File: config.mk
export PLATFORM = sky130hd
export DESIGN_NAME = ifetch_stage_flat
export DESIGN_NICKNAME = d
export VERILOG_FILES = /design/src/rtl/ifetch_stage_if.sv /design/src/rtl/ifetch_stage.sv /design/src/flat_wrapper.sv
export SDC_FILE = /design/constraint.sdc
export NUM_CORES = 1
export LEC_CHECK = 0
export CELL_PAD_IN_SITES_DETAIL_PLACEMENT = 0
export CELL_PAD_IN_SITES_GLOBAL_PLACEMENT = 1
export CORE_MARGIN = 1
export CORE_UTILIZATION = 41
export CTS_CLUSTER_SIZE = 40
export DETAILED_ROUTE_END_ITERATION = 10
export HOLD_SLACK_MARGIN = 0.1
export PLACE_DENSITY = 0.86
export SLEW_MARGIN = 20
export SYNTH_ARGS = -nofsm -noshare
export SYNTH_HDL_FRONTEND = slang
export SYNTH_SLANG_ARGS = --single-unit
File: constraint.sdc
create_clock -name i_clock -period 5.1 [get_ports i_clock]
set_clock_uncertainty 0.15 [all_clocks]
set_input_delay 0.51 -clock i_clock [delete_from_list [all_inputs] [get_ports i_clock]]
set_output_delay 0.51 -clock i_clock [all_outputs]
set_load 0.005 [all_outputs]
File: src/rtl/ifetch_stage_if.sv
// ifetch_stage_if: instruction-memory request/ready bus between fetch and imem
interface ifetch_stage_if;
    logic        imem_req;
    logic [31:0] imem_addr;
    logic        imem_ready;
    logic [31:0] imem_rdata;
    modport master (output imem_req, imem_addr, input imem_ready, imem_rdata);
    modport slave (input imem_req, imem_addr, output imem_ready, imem_rdata);
endinterface

File: src/rtl/ifetch_stage.sv
// ifetch_stage: PC, imem handshake, redirects and the IF/ID pipeline register
module ifetch_stage #(
    parameter logic [31:0] RESET_PC = 32'h00000000,
    parameter logic [31:0] PC_INC   = 32'd4
) (
    input  logic                   i_clock,
    input  logic                   i_reset,
    ifetch_stage_if.master         io_imem,
    input  logic                   i_stall,
    input  logic                   i_branch_taken,
    input  logic [31:0]            i_branch_target,
    input  logic                   i_jump,
    input  logic [31:0]            i_jump_target,
    output logic                   o_if_valid,
    output logic [31:0]            o_if_instr,
    output logic [31:0]            o_if_pc4,
    output logic [5:0]             o_opcode
);
    typedef enum logic [1:0] {S_RUN, S_WAIT, S_HOLD, S_DRAIN} state_t;
    state_t      r_state, w_nstate;
    logic [31:0] r_pc, w_npc, r_if_instr, w_ninstr, r_if_pc4, w_npc4;
    logic [31:0] r_skid_instr, w_nskid_instr, r_skid_pc4, w_nskid_pc4, r_pend, w_npend;
    logic        r_if_valid, w_nvalid;
    logic        w_busy, w_req, w_redirect;
    logic [31:0] w_target, w_pc_inc;
    assign w_busy     = i_stall & r_if_valid;
    assign w_redirect = i_branch_taken | i_jump;
    assign w_target   = i_branch_taken ? i_branch_target : i_jump_target;
    assign w_pc_inc   = r_pc + PC_INC;
    assign w_req      = !i_reset & ((r_state == S_WAIT) | (r_state == S_DRAIN) | ((r_state == S_RUN) & !w_busy));
    assign io_imem.imem_req  = w_req;
    assign io_imem.imem_addr = r_pc;
    assign o_if_valid = r_if_valid;
    assign o_if_instr = r_if_instr;
    assign o_if_pc4   = r_if_pc4;
    assign o_opcode   = r_if_instr[31:26];
    // next-state: redirect squashes first, otherwise the per-state fetch/skid rules apply
    always_comb begin
        w_nstate      = r_state;
        w_npc         = r_pc;
        w_nvalid      = r_if_valid & i_stall;
        w_ninstr      = r_if_instr;
        w_npc4        = r_if_pc4;
        w_nskid_instr = r_skid_instr;
        w_nskid_pc4   = r_skid_pc4;
        w_npend       = r_pend;
        if (w_redirect) begin
            w_nvalid = 1'b0;
            if (w_req & !io_imem.imem_ready) begin
                w_npend  = w_target;
                w_nstate = S_DRAIN;
            end else begin
                w_npc    = w_target;
                w_nstate = S_RUN;
            end
        end else begin
            case (r_state)
                S_RUN: begin
                    if (w_req & io_imem.imem_ready) begin
                        w_ninstr = io_imem.imem_rdata;
                        w_npc4   = w_pc_inc;
                        w_nvalid = 1'b1;
                        w_npc    = w_pc_inc;
                    end else if (w_req) begin
                        w_nstate = S_WAIT;
                    end
                end
                S_WAIT: begin
                    if (io_imem.imem_ready) begin
                        w_npc = w_pc_inc;
                        if (w_busy) begin
                            w_nskid_instr = io_imem.imem_rdata;
                            w_nskid_pc4   = w_pc_inc;
                            w_nstate      = S_HOLD;
                        end else begin
                            w_ninstr = io_imem.imem_rdata;
                            w_npc4   = w_pc_inc;
                            w_nvalid = 1'b1;
                            w_nstate = S_RUN;
                        end
                    end
                end
                S_HOLD: begin
                    if (!w_busy) begin
                        w_ninstr = r_skid_instr;
                        w_npc4   = r_skid_pc4;
                        w_nvalid = 1'b1;
                        w_nstate = S_RUN;
                    end
                end
                S_DRAIN: begin
                    if (io_imem.imem_ready) begin
                        w_npc    = r_pend;
                        w_nstate = S_RUN;
                    end
                end
            endcase
        end
    end
    // state register with synchronous reset
    always_ff @(posedge i_clock) begin
        if (i_reset) begin
            r_state      <= S_RUN;
            r_pc         <= RESET_PC;
            r_if_valid   <= 1'b0;
            r_if_instr   <= '0;
            r_if_pc4     <= '0;
            r_skid_instr <= '0;
            r_skid_pc4   <= '0;
            r_pend       <= '0;
        end else begin
            r_state      <= w_nstate;
            r_pc         <= w_npc;
            r_if_valid   <= w_nvalid;
            r_if_instr   <= w_ninstr;
            r_if_pc4     <= w_npc4;
            r_skid_instr <= w_nskid_instr;
            r_skid_pc4   <= w_nskid_pc4;
            r_pend       <= w_npend;
        end
    end
endmodule

File: src/flat_wrapper.sv
// flat-port wrapper written by rule: the top's interface ports become plain ports
module ifetch_stage_flat 
#(
    parameter logic [31:0] RESET_PC = 32'h00000000,
    parameter logic [31:0] PC_INC   = 32'd4
)
  (i_clock, i_reset, i_stall, i_branch_taken, i_branch_target, i_jump, i_jump_target, o_if_valid, o_if_instr, o_if_pc4, o_opcode, io_imem_imem_req, io_imem_imem_addr, io_imem_imem_ready, io_imem_imem_rdata);
  ifetch_stage_if io_imem_i ();
  input  logic i_clock;
  input  logic i_reset;
  input  logic i_stall;
  input  logic i_branch_taken;
  input  logic [31:0] i_branch_target;
  input  logic i_jump;
  input  logic [31:0] i_jump_target;
  output logic o_if_valid;
  output logic [31:0] o_if_instr;
  output logic [31:0] o_if_pc4;
  output logic [5:0] o_opcode;
  output wire logic [$bits(io_imem_i.imem_req)-1:0] io_imem_imem_req;
  output wire logic [$bits(io_imem_i.imem_addr)-1:0] io_imem_imem_addr;
  input wire logic [$bits(io_imem_i.imem_ready)-1:0] io_imem_imem_ready;
  input wire logic [$bits(io_imem_i.imem_rdata)-1:0] io_imem_imem_rdata;
  assign io_imem_imem_req = io_imem_i.imem_req;
  assign io_imem_imem_addr = io_imem_i.imem_addr;
  assign io_imem_i.imem_ready = io_imem_imem_ready;
  assign io_imem_i.imem_rdata = io_imem_imem_rdata;
  ifetch_stage #(.RESET_PC(RESET_PC), .PC_INC(PC_INC)) u_core (.i_clock(i_clock), .i_reset(i_reset), .io_imem(io_imem_i), .i_stall(i_stall), .i_branch_taken(i_branch_taken), .i_branch_target(i_branch_target), .i_jump(i_jump), .i_jump_target(i_jump_target), .o_if_valid(o_if_valid), .o_if_instr(o_if_instr), .o_if_pc4(o_if_pc4), .o_opcode(o_opcode));
endmodule
* Word level (Yosys, flattened, before mapping)
Index checks and enable logic that the tools add are counted.
Cells by class: add/sub/neg operators 1, eq/ne operators 14, muxes and demuxes 28, bitwise gates (word level) 9, reduce and logical (&&, ||, !) cells 12
Operators with widths (number):
- 2-to-1 mux 32 bit | 13
- one-hot mux 32 bit (3 select lines) | 3
- adder 32 x 3 -> 32 bit (second input constant) | 1
- 2-to-1 mux 2 bit | 8
- inequality test 3 x 2 -> 1 bit (second input constant) | 4
- inequality test 2 bit (second input constant) | 5
- AND reduction 5 bit | 2
- one-hot mux 2 bit (4 select lines) | 1
- AND reduction 6 bit | 1
- bitwise AND 1 bit | 5
- == test 2 bit (second input constant) | 2
- AND reduction 4 bit | 1
- nonzero test 4 bit | 1
- zero test 1 bit | 3
- inequality test 3 x 1 -> 1 bit (second input constant) | 1
- inequality test 3 bit (second input constant) | 1
- OR 1 bit | 3
- one-hot mux 1 bit (3 select lines) | 1
- nonzero test 3 bit | 1
- == test 2 x 1 -> 1 bit (second input constant) | 1
- zero test 2 bit | 1
- 2-to-1 mux 1 bit | 2
- AND reduction 2 bit | 1
- OR reduction 2 bit | 1
- NOT 1 bit | 1
Word-level totals: flip-flop bits (word level) 195, word-level logic and storage cells 72

* Logic depth before layout (Yosys ltp)
Gate-level depths: netlist of the first run.
word-level depth 9, mapped depth 10, depth with buffers taken out 7

* Least setup slack after synthesis of the first run
No wires, ideal clock.
kind flip-flop to flip-flop, start register u_core.r_state[1], end register u_core.r_if_pc4[12] (netlist: u_core.o_if_pc4[12]), setup time 0.116 ns, data arrival time 1.906 ns, path slack 2.929 ns, stages on the path, launching flop included 10, path through dfxtp_1 -> inv_1 -> ha_1 -> buf_4 -> and4bb_1 -> o31a_1 -> or2_1 -> buf_2 -> buf_2 -> a31o_1
Between the ends: longest elaborated chain between the ends 7, elaborated cells on any way between the ends 16
RTL lines:
- from (decl) | line ifetch_stage.sv:20 | state_t r_state, w_nstate;
- from (signal assigned) | line ifetch_stage.sv:112 | r_state <= w_nstate;
- == test 2 x 1 -> 1 bit (tied with other cells) | line ifetch_stage.sv:30, ifetch_stage.sv:57
- OR 1 bit / bitwise AND 1 bit (equally long branches) | line ifetch_stage.sv:30 | assign w_req = !i_reset & ((r_state == S_WAIT) | (r_state == S_DRAIN) | ((r_state == S_RUN) & !w_busy));
- OR 1 bit | line ifetch_stage.sv:30
- bitwise AND 1 bit | line ifetch_stage.sv:30
- bitwise AND 1 bit | line ifetch_stage.sv:59 | if (w_req & io_imem.imem_ready) begin
- inequality test 2 bit (no source line)
- AND reduction 6 bit (no source line)
- to (signal assigned) | line ifetch_stage.sv:116 | r_if_pc4 <= w_npc4;
- to (decl) | line ifetch_stage.sv:21 | logic [31:0] r_pc, w_npc, r_if_instr, w_ninstr, r_if_pc4, w_npc4;
Several ways; a longest one is shown, not always the timed one. A chain may end at the register's enable or synchronous reset.

* Final worst setup path of the first run
start register u_core.r_state[1], end register u_core.r_if_pc4[13] (netlist: u_core.o_if_pc4[13])
Same word-level chain as after synthesis.

==> out/results.ini, run 1 <==
[clock_network]
clk_latency_ns=0.45
cts.clk_slew.worst_paths_ns=0.09
cts_resized=0
post-cts-setup-buffers=0
htree_levels=4
tritoncts=built
cts.path.max_buffers=2
cts_sinks=195
cts-buffers-inserted=17
cts_hold_buf=0
clock-root-buffer=clkbuf_16

[detailed_routing]
firstDrtPassIters=6
vias=8985
route.met2.wl_um=13500
wl_met3_um=1143
m1WireLength_um=12950
vias_per_cell=5.509
highest_layer=met4
antenna_left=0
drtIter0Drc=613
remaining_drc_errors=0
wire_per_inst_um=17.31
drt-total-wl_um=28240

[power]
leakage_nw=4.119
powerDensity_nw_per_um2=300.8
peakVddDrop_mv=0.1835

[global_route]
grt_pass1_wl_um=45480
grt_pass1_vias=8532
grt_max_degree=102
antenna_found_initial=0
grt_overflow_total=0
groute.usage.overall_pct=23.63

[placement]
hpwl_um=18650
portBuffers=205
dp_cells=1599
pre_cts_ws_ns=1.731
place.gp.congestion=0.8598

[sta]
setup_tns_ns=0
finalHoldViolCount=0
max-slew-margin-rel_pct=31.48
worstMarginPinSlew_ns=1.028
max_freq_ghz=0.3025
slew_viol_final=0
fin_hold_ws_ns=0.3048
fin_crit_sh_pct=64.81
setup_ws_ns=1.795
setup_viol=0
layout_min_cycle_time_ns=3.305
rsz0062_at_grt=false

[floorplan]
core_area_um2=22850
rows=55
initial_core_util_pct=42.25
ios=206
die_x_um=155.4
die-height_um=155.4
dieArea_um2=24160

[synth]
synth_seq_cells=195
yosys_most_used_dff=dfxtp_1
synth.avg_cell_area_um2=8.167
synth_top_area_share_pct=40.44
yosysUniqueCellTypes=59
ys_seq_area_share_pct=40.44
synthArstFlopShare_pct=0
synth.most_common_cell=dfxtp_1
netlist_top_cells_count=195 x dfxtp_1, 156 x nand2_1, 129 x a21oi_1
synth_area_leaders=dfxtp_1 40%, a21oi_1 6.7%, mux2i_1 6.1%, nand2_1 6.1%, a211oi_1 5.5%
synth_top_area_cell=dfxtp_1
synth-edff-count=0
ys.warnings.count=0
syn_nets=1290
syn_inst=1182
syn_area_um2=9653

[worst_setup_path]
end_kind=register
setup.worst_path.end=u_core.o_if_pc4[13]
r2r_cells=7
startpoint_type=register
cp-startpoint=u_core.r_state[1]
worstPathArrival_ns=3.52
r2r-start=u_core.r_state[1]
reg2reg_to=u_core.o_if_pc4[13]
ff2ff_setup_slack_ns=1.79
path_class=register to register
critPathRequiredTime_ns=5.32
cp_max_fo=101

[cells_and_area]
drive_gt1_share_pct=5.008
nets=1413
fillers=2151
area_growth_pct=27.27
final_cells=1631
n_antenna_cell=0

[flow_run]
drv_cap=0

[run_status]
status=complete, no violations

[min_path]
worst_hold_path_type=register to register

==> through the flow <==
stage          area [um^2]  utilization [%]  power, W
6_report             12290            53.77  0.003695
5_1_grt              12290            53.77  0.003848
4_1_cts              12290            53.77  0.003716
3_5_place_dp         11670            51.08  0.002310
3_3_place_gp         11670            51.08  0.002304
2_1_floorplan         9653                -  0.002025
==> layer usage <==
metal / global-route usage, % / vias to the layer above
met1: 31.53 / 4252
li1: - / 4482
met2: 38.97 / 219
met5: 0 / -
met3: 3.370 / 32
met4: 8.123 / 0
==> area by class of cell <==
| cell class | count | area [um^2] | share of cell area (%) |
|---|---|---|---|
| flip-flops and latches | 195 | 3904 | 31.78 |
| multi-input cells | 850 | 5151 | 41.93 |
| clock buffers | 17 | 425.4 | 3.463 |
| clock inverters | 15 | 190.2 | 1.548 |
| repair buffers | 218 | 2137 | 17.39 |
| well taps | 313 | 391.6 | 3.188 |
| inverters | 23 | 86.33 | 0.7027 |
==> worst max-delay path: stages (launching register included) <==
cell      delay [ns]
dfxtp_1         0.37
ha_1            0.25
nor3_4          0.65
o221ai_1        0.41
nor2_4          0.18
buf_4           0.79
o211ai_1        0.20
a21oi_1         0.19
==> where the power goes <==
group          switching [W]  total, W  internal (W)
sequential         0.0000740   0.00167       0.00159
combinational       0.000315  0.000614      0.000299
clock               0.000732   0.00142      0.000683
==> worst min-delay path by stage <==
| stage | end | slack (ns) | startpoint | cells after the start |
|---|---|---|---|---|
| CTS | u_core.r_skid_pc4[3] | 0.31 | u_core.r_skid_pc4[3] | 2 |
| floorplan | u_core.r_skid_instr[0] | 0.29 | u_core.r_skid_instr[0] | 2 |
| global placement | u_core.r_skid_instr[25] | 0.29 | u_core.r_skid_instr[25] | 2 |
| finish | u_core.o_if_pc4[11] | 0.30 | u_core.o_if_pc4[11] | 2 |
| detailed placement | u_core.o_if_pc4[11] | 0.30 | u_core.o_if_pc4[11] | 2 |
| global route | u_core.o_if_pc4[16] | 0.32 | u_core.o_if_pc4[16] | 2 |
==> cell usage in the layout, fill, tap and decap left out, types with 14 or more instances in the layout <==
| cell | netlist | layout |
|---|---|---|
| o221ai_1 | 16 | 16 |
| clkbuf_16 | 0 | 17 |
| nand2_1 | 156 | 156 |
| nor3_1 | 14 | 14 |
| nand4_1 | 20 | 20 |
| a21oi_1 | 129 | 129 |
| buf_4 | 16 | 14 |
| nand3_1 | 20 | 20 |
| nand3b_1 | 19 | 19 |
| a211oi_1 | 71 | 71 |
| clkdlybuf4s50_1 | 0 | 202 |
| o32ai_1 | 16 | 16 |
| nor2_1 | 124 | 123 |
| dfxtp_1 | 195 | 195 |
| xnor2_1 | 26 | 26 |
| mux2i_1 | 59 | 59 |
| inv_1 | 22 | 22 |
| o21ai_0 | 54 | 53 |
==> flip-flops by register name, indices dropped and copies added (netlist names) <==
name,count
u_core.io_imem.imem_addr,32
u_core.r_skid_instr,32
u_core.o_if_valid,1
u_core.r_skid_pc4,32
u_core.r_state,2
u_core.r_pend,32
u_core.o_if_pc4,32
u_core.o_if_instr,32
==> cells by family (layout without fill, tap and decap cells) <==
logic type,count (synthesis),in the layout,share of synthesized area (%)
compound gates,346,346,23.40
buf+inv,137,273,6.533
flops,195,195,40.44
mux,59,59,6.118
simple gates,411,411,20.19
xor+xnor,28,28,2.541
fa+ha+maj,6,6,0.7777
Note: power is estimated with default switching activity, not from simulation.
==> run 2: changes to the inputs <==
--- a/config.mk
+++ b/config.mk
@@ -8,11 +8,11 @@
 export CELL_PAD_IN_SITES_DETAIL_PLACEMENT = 0
 export CELL_PAD_IN_SITES_GLOBAL_PLACEMENT = 1
 export CORE_MARGIN = 1
-export CORE_UTILIZATION = 41
+export CORE_UTILIZATION = 38
 export CTS_CLUSTER_SIZE = 40
 export DETAILED_ROUTE_END_ITERATION = 10
 export HOLD_SLACK_MARGIN = 0.1
-export PLACE_DENSITY = 0.86
+export PLACE_DENSITY = 0.81
 export SLEW_MARGIN = 20
 export SYNTH_ARGS = -nofsm -noshare
 export SYNTH_HDL_FRONTEND = slang
==> constraint.sdc (replaced) <==
create_clock -name i_clock -period 3.29 [get_ports i_clock]
set_clock_uncertainty 0.15 [all_clocks]
set_input_delay 0.329 -clock i_clock [delete_from_list [all_inputs] [get_ports i_clock]]
set_output_delay 0.329 -clock i_clock [all_outputs]
set_load 0.005 [all_outputs]
==> run 2 against run 1 <==
Against the previous run: power increased by 55%; non-clock buffer count up 8; global-route usage shrank 2.0 points; clock power increased by 54%; critical path depth decreased by 2; final cell count increased by 1.2%; register-to-register slack got worse by 1.3 ns; sequential cell count unchanged; die area grew 7.8%; wire length shrank 0.11%.
==> out/results.ini, run 2 (synthesis results as in run 1) <==
[cells_and_area]
final_common_cell=clkdlybuf4s50_1
final_cell_mix=202 x clkdlybuf4s50_1, 195 x dfxtp_1, 156 x nand2_1
nets=1421
drive_gt1_share_pct=5.505
multi_input_area_um2=5147
fillers=2355
n_antenna_cell=0
register_area_um2=3904
area_growth_pct=28.37

[floorplan]
dieArea_um2=26040
core_area_um2=24600
rows=57
ios=206
die-height_um=161.4
die_x_um=161.4
initial_core_util_pct=39.23

[detailed_routing]
drt-total-wl_um=28200
wire_per_inst_um=17.09
vias_per_cell=5.504
remaining_drc_errors=0
vias=9081
firstDrtPassIters=5
drtIter0Drc=854
antenna_left=0

[sta]
finalHoldViolCount=0
fin_hold_ws_ns=0.2404
setup_tns_ns=0
slew_viol_final=0
layout_min_cycle_time_ns=3.025
worstMarginPinSlew_ns=0.9588
rsz0062_at_grt=false
fin_crit_sh_pct=91.93
setup_viol=0
max_freq_ghz=0.3306
max-slew-margin-rel_pct=36.08

[clock_network]
clk_latency_ns=0.44
htree_levels=4
cts_hold_buf=0
tritoncts=built
cts_resized=0
cts_sinks=195
cts-buffers-inserted=17
cts.path.max_buffers=2
clock-root-buffer=clkbuf_16
post-cts-setup-buffers=0
cts.clk_slew.worst_paths_ns=0.08

[worst_setup_path]
worstPathArrival_ns=2.55
cpPeakStageDelay_ns=0.54
critPathRequiredTime_ns=2.81
r2r-start=u_core.r_state[1]
cp_max_fo=36
crit_chain=ha_1, buf_4, nor2_1, a21oi_1, clkdlybuf4s50_1
path_class=register to output port
cp-startpoint=u_core.r_state[1]
end_kind=output port
startpoint_type=register
cpMaxStageDelayCell=clkdlybuf4s50_1

[global_route]
grt_overflow_total=0
grt_max_degree=86
grt_pass1_wl_um=44750
grt_pass1_vias=8235
antenna_found_initial=0
groute.usage.overall_pct=21.59

[placement]
hpwl_um=19160
portBuffers=205
place.gp.congestion=0.8374

[flow_run]
drv_cap=0

[min_path]
min_from=i_branch_taken
worst_hold_path_type=input port to register

[power]
leakage_nw=4.162
peakVddDrop_mv=0.2557
powerDensity_nw_per_um2=462.8

[run_status]
status=complete, no violations

==> run 2: metal layers <==
layer | share of wire (%) | routed length (um) | vias up | track usage [%]
li1 | - | - | 4503 | -
met3 | 5.1 | 1425 | 19 | 3.775
met1 | 45 | 12790 | 4331 | 28.84
met5 | 0 | 0 | - | 0
met4 | 0.87 | 245 | 0 | 4.503
met2 | 49 | 13750 | 228 | 36.34
==> run 2: report_power, final <==
| group | switching, W | total [W] | internal (W) |
|---|---|---|---|
| Clock | 0.00114 | 0.00219 | 0.00105 |
| Combinational | 0.000489 | 0.000963 | 0.000474 |
| Sequential | 0.000111 | 0.00258 | 0.00247 |
==> run 2: area by class of cell <==
cell class	count	area share [%]
multi-input combinational	850	41.54
sequential	195	31.50
timing repair buffer	226	17.93
clock buffer	17	3.433
tap	324	3.271
clock inverter	15	1.626
inverter	23	0.6967
==> run 2: path summary, 6_finish.rpt <==
check,to,slack [ns],cells past startpoint
worst max-delay path,io_imem_imem_req,0.27,5
worst min register to register,u_core.o_if_pc4[10],0.30,2
worst min-delay path,u_core.r_pend[2],0.24,3
worst max register to register,u_core.io_imem.imem_addr[13],0.51,7
==> run 2: through the flow <==
stage	cells	setup WS, ns	total power [W]	utilization [%]	cell area (um^2)
6_report	1650	0.2654	0.005734	50.36	12390
5_1_grt	1650	0.1249	0.005988	50.36	12390
4_1_cts	1650	0.2688	0.005784	50.36	12390
3_5_place_dp	1618	0.4347	0.003597	47.82	11770
3_3_place_gp	1618	0.4630	0.003586	47.82	11770
2_1_floorplan	1182	1.119	0.003139	-	9653
==> run 2: worst max-delay path: cells and delay by family (launching register included) <==
| kind | cells | cell delay, ns |
|---|---|---|
| AOI/OAI and AO/OA | 1 | 0.22 |
| buffers and inverters | 2 | 0.94 |
| and+or+nand+nor | 1 | 0.19 |
| DFF | 1 | 0.42 |
| adders and majority gates | 1 | 0.31 |
==> run 3: changes to the inputs <==
--- a/config.mk
+++ b/config.mk
@@ -5,10 +5,11 @@
 export SDC_FILE = /design/constraint.sdc
 export NUM_CORES = 1
 export LEC_CHECK = 0
+export ABC_AREA = 1
 export CELL_PAD_IN_SITES_DETAIL_PLACEMENT = 0
 export CELL_PAD_IN_SITES_GLOBAL_PLACEMENT = 1
 export CORE_MARGIN = 1
-export CORE_UTILIZATION = 38
+export CORE_UTILIZATION = 36
 export CTS_CLUSTER_SIZE = 40
 export DETAILED_ROUTE_END_ITERATION = 10
 export HOLD_SLACK_MARGIN = 0.1
==> run 3 against run 2 <==
Against the previous run: fmax is 17% higher; setup slack better by 0.43 ns; via count is 7.1% higher; design area is 1.6% higher; clock power is 5% lower; largest cell class unchanged; largest power group unchanged.
==> out/results.ini, run 3 <==
[cells_and_area]
nets=1796
n_antenna_cell=0
drive_gt1_share_pct=4.409
multi_input_area_um2=5019
final_common_cell=nand2_1
final_cell_mix=440 x nand2_1, 288 x nor2_1, 205 x clkdlybuf4s50_1
area_growth_pct=27.58
register_area_um2=3904
final_util_pct=46.70
fillers=2769

[power]
power_w=0.005751
powerDensity_nw_per_um2=456.9
leakage_nw=5.328
peakVddDrop_mv=0.3601

[clock_network]
tritoncts=built
cts.path.max_buffers=2
clk_latency_ns=0.44
cts_resized=0
cts.clk_slew.worst_paths_ns=0.07
cts-buffers-inserted=17
clock-root-buffer=clkbuf_16
cts_sinks=195
post-cts-setup-buffers=0
cts_hold_buf=0
htree_levels=4

[sta]
max-slew-margin-rel_pct=44.81
rsz0062_at_grt=false
layout_min_cycle_time_ns=2.595
finalHoldViolCount=0
setup_viol=0
fin_crit_sh_pct=78.88
setup_tns_ns=0
slew_viol_final=0
worstMarginPinSlew_ns=0.8269
max_freq_ghz=0.3853

[worst_setup_path]
path_class=register to output port
cpPeakStageDelay_ns=0.54
cp_max_fo=5
critPathRequiredTime_ns=2.81
cp-startpoint=u_core.r_state[1]
end_kind=output port
crit_chain=inv_1, ha_1, nor2_1, a21oi_1, clkdlybuf4s50_1
ff2ff_setup_slack_ns=0.70
r2r_cells=10
cpMaxStageDelayCell=clkdlybuf4s50_1
startpoint_type=register
reg2reg_to=u_core.o_if_instr[19]
r2r-start=u_core.r_state[1]
crit_family=buffers and inverters
critPathBufInv=2
worstPathArrival_ns=2.12

[synth]
synthMuxAreaShare_pct=0
synth_xor_area_share_pct=0.6214
synth_top_area_cell=dfxtp_1
synth_top_family_by_area=simple AND/OR/NAND/NOR gates
synth-edff-count=0
yosys.area_share.simple_pct=32.92
synth.most_common_cell=nand2_1
syn_inst=1546
yosys_most_used_dff=dfxtp_1
netlist_top_cells_count=440 x nand2_1, 288 x nor2_1, 195 x dfxtp_1
yosysUniqueCellTypes=35
ys.warnings.count=0
synth_top_area_share_pct=39.57
syn_nets=1654
synth_area_leaders=dfxtp_1 40%, nand2_1 17%, nor2_1 11%, o21ai_0 9.1%, a21oi_1 5.2%
synth.avg_cell_area_um2=6.381
synthArstFlopShare_pct=0
ys_seq_area_share_pct=39.57
synth_seq_cells=195
synth_fa_ha_area_share_pct=0.7609
synth_compound_area_share_pct=16.54
syn_area_um2=9866

[placement]
portBuffers=205
hpwl_um=19500
place.gp.congestion=0.8354

[detailed_routing]
remaining_drc_errors=0
vias=9724
drtIter0Drc=662
vias_per_cell=4.762
drt-total-wl_um=28460
wire_per_inst_um=13.94
firstDrtPassIters=5
antenna_left=0

[floorplan]
die_x_um=167.5
core_area_um2=26950
dieArea_um2=28070
ios=206
die-height_um=167.5
rows=60
initial_core_util_pct=36.61

[min_path]
hold_depth=2
worst_hold_path_type=register to register
hold_path_end=u_core.r_pend[21]
min_from=u_core.r_pend[21]

[flow_run]
drv_cap=0

[global_route]
grt_max_degree=175
groute.usage.overall_pct=20.33
grt_pass1_wl_um=45910
grt_overflow_total=0
antenna_found_initial=0
grt_pass1_vias=8735

[run_status]
status=complete, no violations

-- run 3: layer usage --
layer	global-route usage, %	vias up	routed length, um
met5	0	-	0
met4	4.029	0	205
met3	4.042	12	1664
met2	32.12	258	12600
met1	28.62	4293	13990
li1	-	5161	-
-- run 3: how the worst max path moves through the flow --
stage                                   end  slack, ns  cells past startpoint
2_1_floorplan  u_core.io_imem.imem_addr[27]       1.43                     11
3_3_place_gp   u_core.io_imem.imem_addr[12]       0.65                      7
3_5_place_dp          u_core.o_if_instr[10]       0.64                      9
4_1_cts                    io_imem_imem_req       0.65                      5
5_1_grt               u_core.r_skid_pc4[31]       0.42                     11
6_report                   io_imem_imem_req       0.69                      5
-- run 3: layout make-up --
class / count / area share, %
Clock inverter: 15 / 1.282
Tap cell: 341 / 3.390
Multi-Input combinational cell: 1137 / 39.87
Inverter: 115 / 3.449
Clock buffer: 17 / 3.380
Sequential cell: 195 / 31.01
Timing Repair Buffer: 222 / 17.61
-- run 3: logic make-up (layout without fill, tap and decap cells) --
family / Yosys count / in the layout
compound gates: 317 / 317
flops: 195 / 195
xor+xnor: 7 / 7
fa+ha+maj: 6 / 6
buf+inv: 214 / 369
simple gates: 807 / 807
-- run 3: metrics by stage --
stage                     cell area, um^2  cells  hold WS, ns  worst slack (ns)
after floorplan                      9866   1546       0.2733             1.431
after global placement              12000   2010       0.2835            0.6546
after detailed placement            12000   2010       0.2889            0.6400
after CTS                           12590   2042       0.3006            0.6524
after global routing                12590   2042       0.3205            0.4221
final                               12590   2042       0.2988            0.6947
-- run 3: report_power, final --
group | switching [W] | leakage (nW) | internal [W]
combinational | 0.000577 | 3.46 | 0.000501
sequential | 0.000114 | 1.59 | 0.00249
clock | 0.00105 | 0.281 | 0.00102
-- run 3: worst reg2reg max path, cell delays in order, from the launching register on --
cell     delay, ns
dfxtp_1       0.40
inv_1         0.13
ha_1          0.28
nor2_1        0.20
nand2_1       0.14
nand3_2       0.11
nand2_2       0.07
nand2_2       0.09
buf_4         0.57
o21ai_0       0.26
nor2_1        0.13
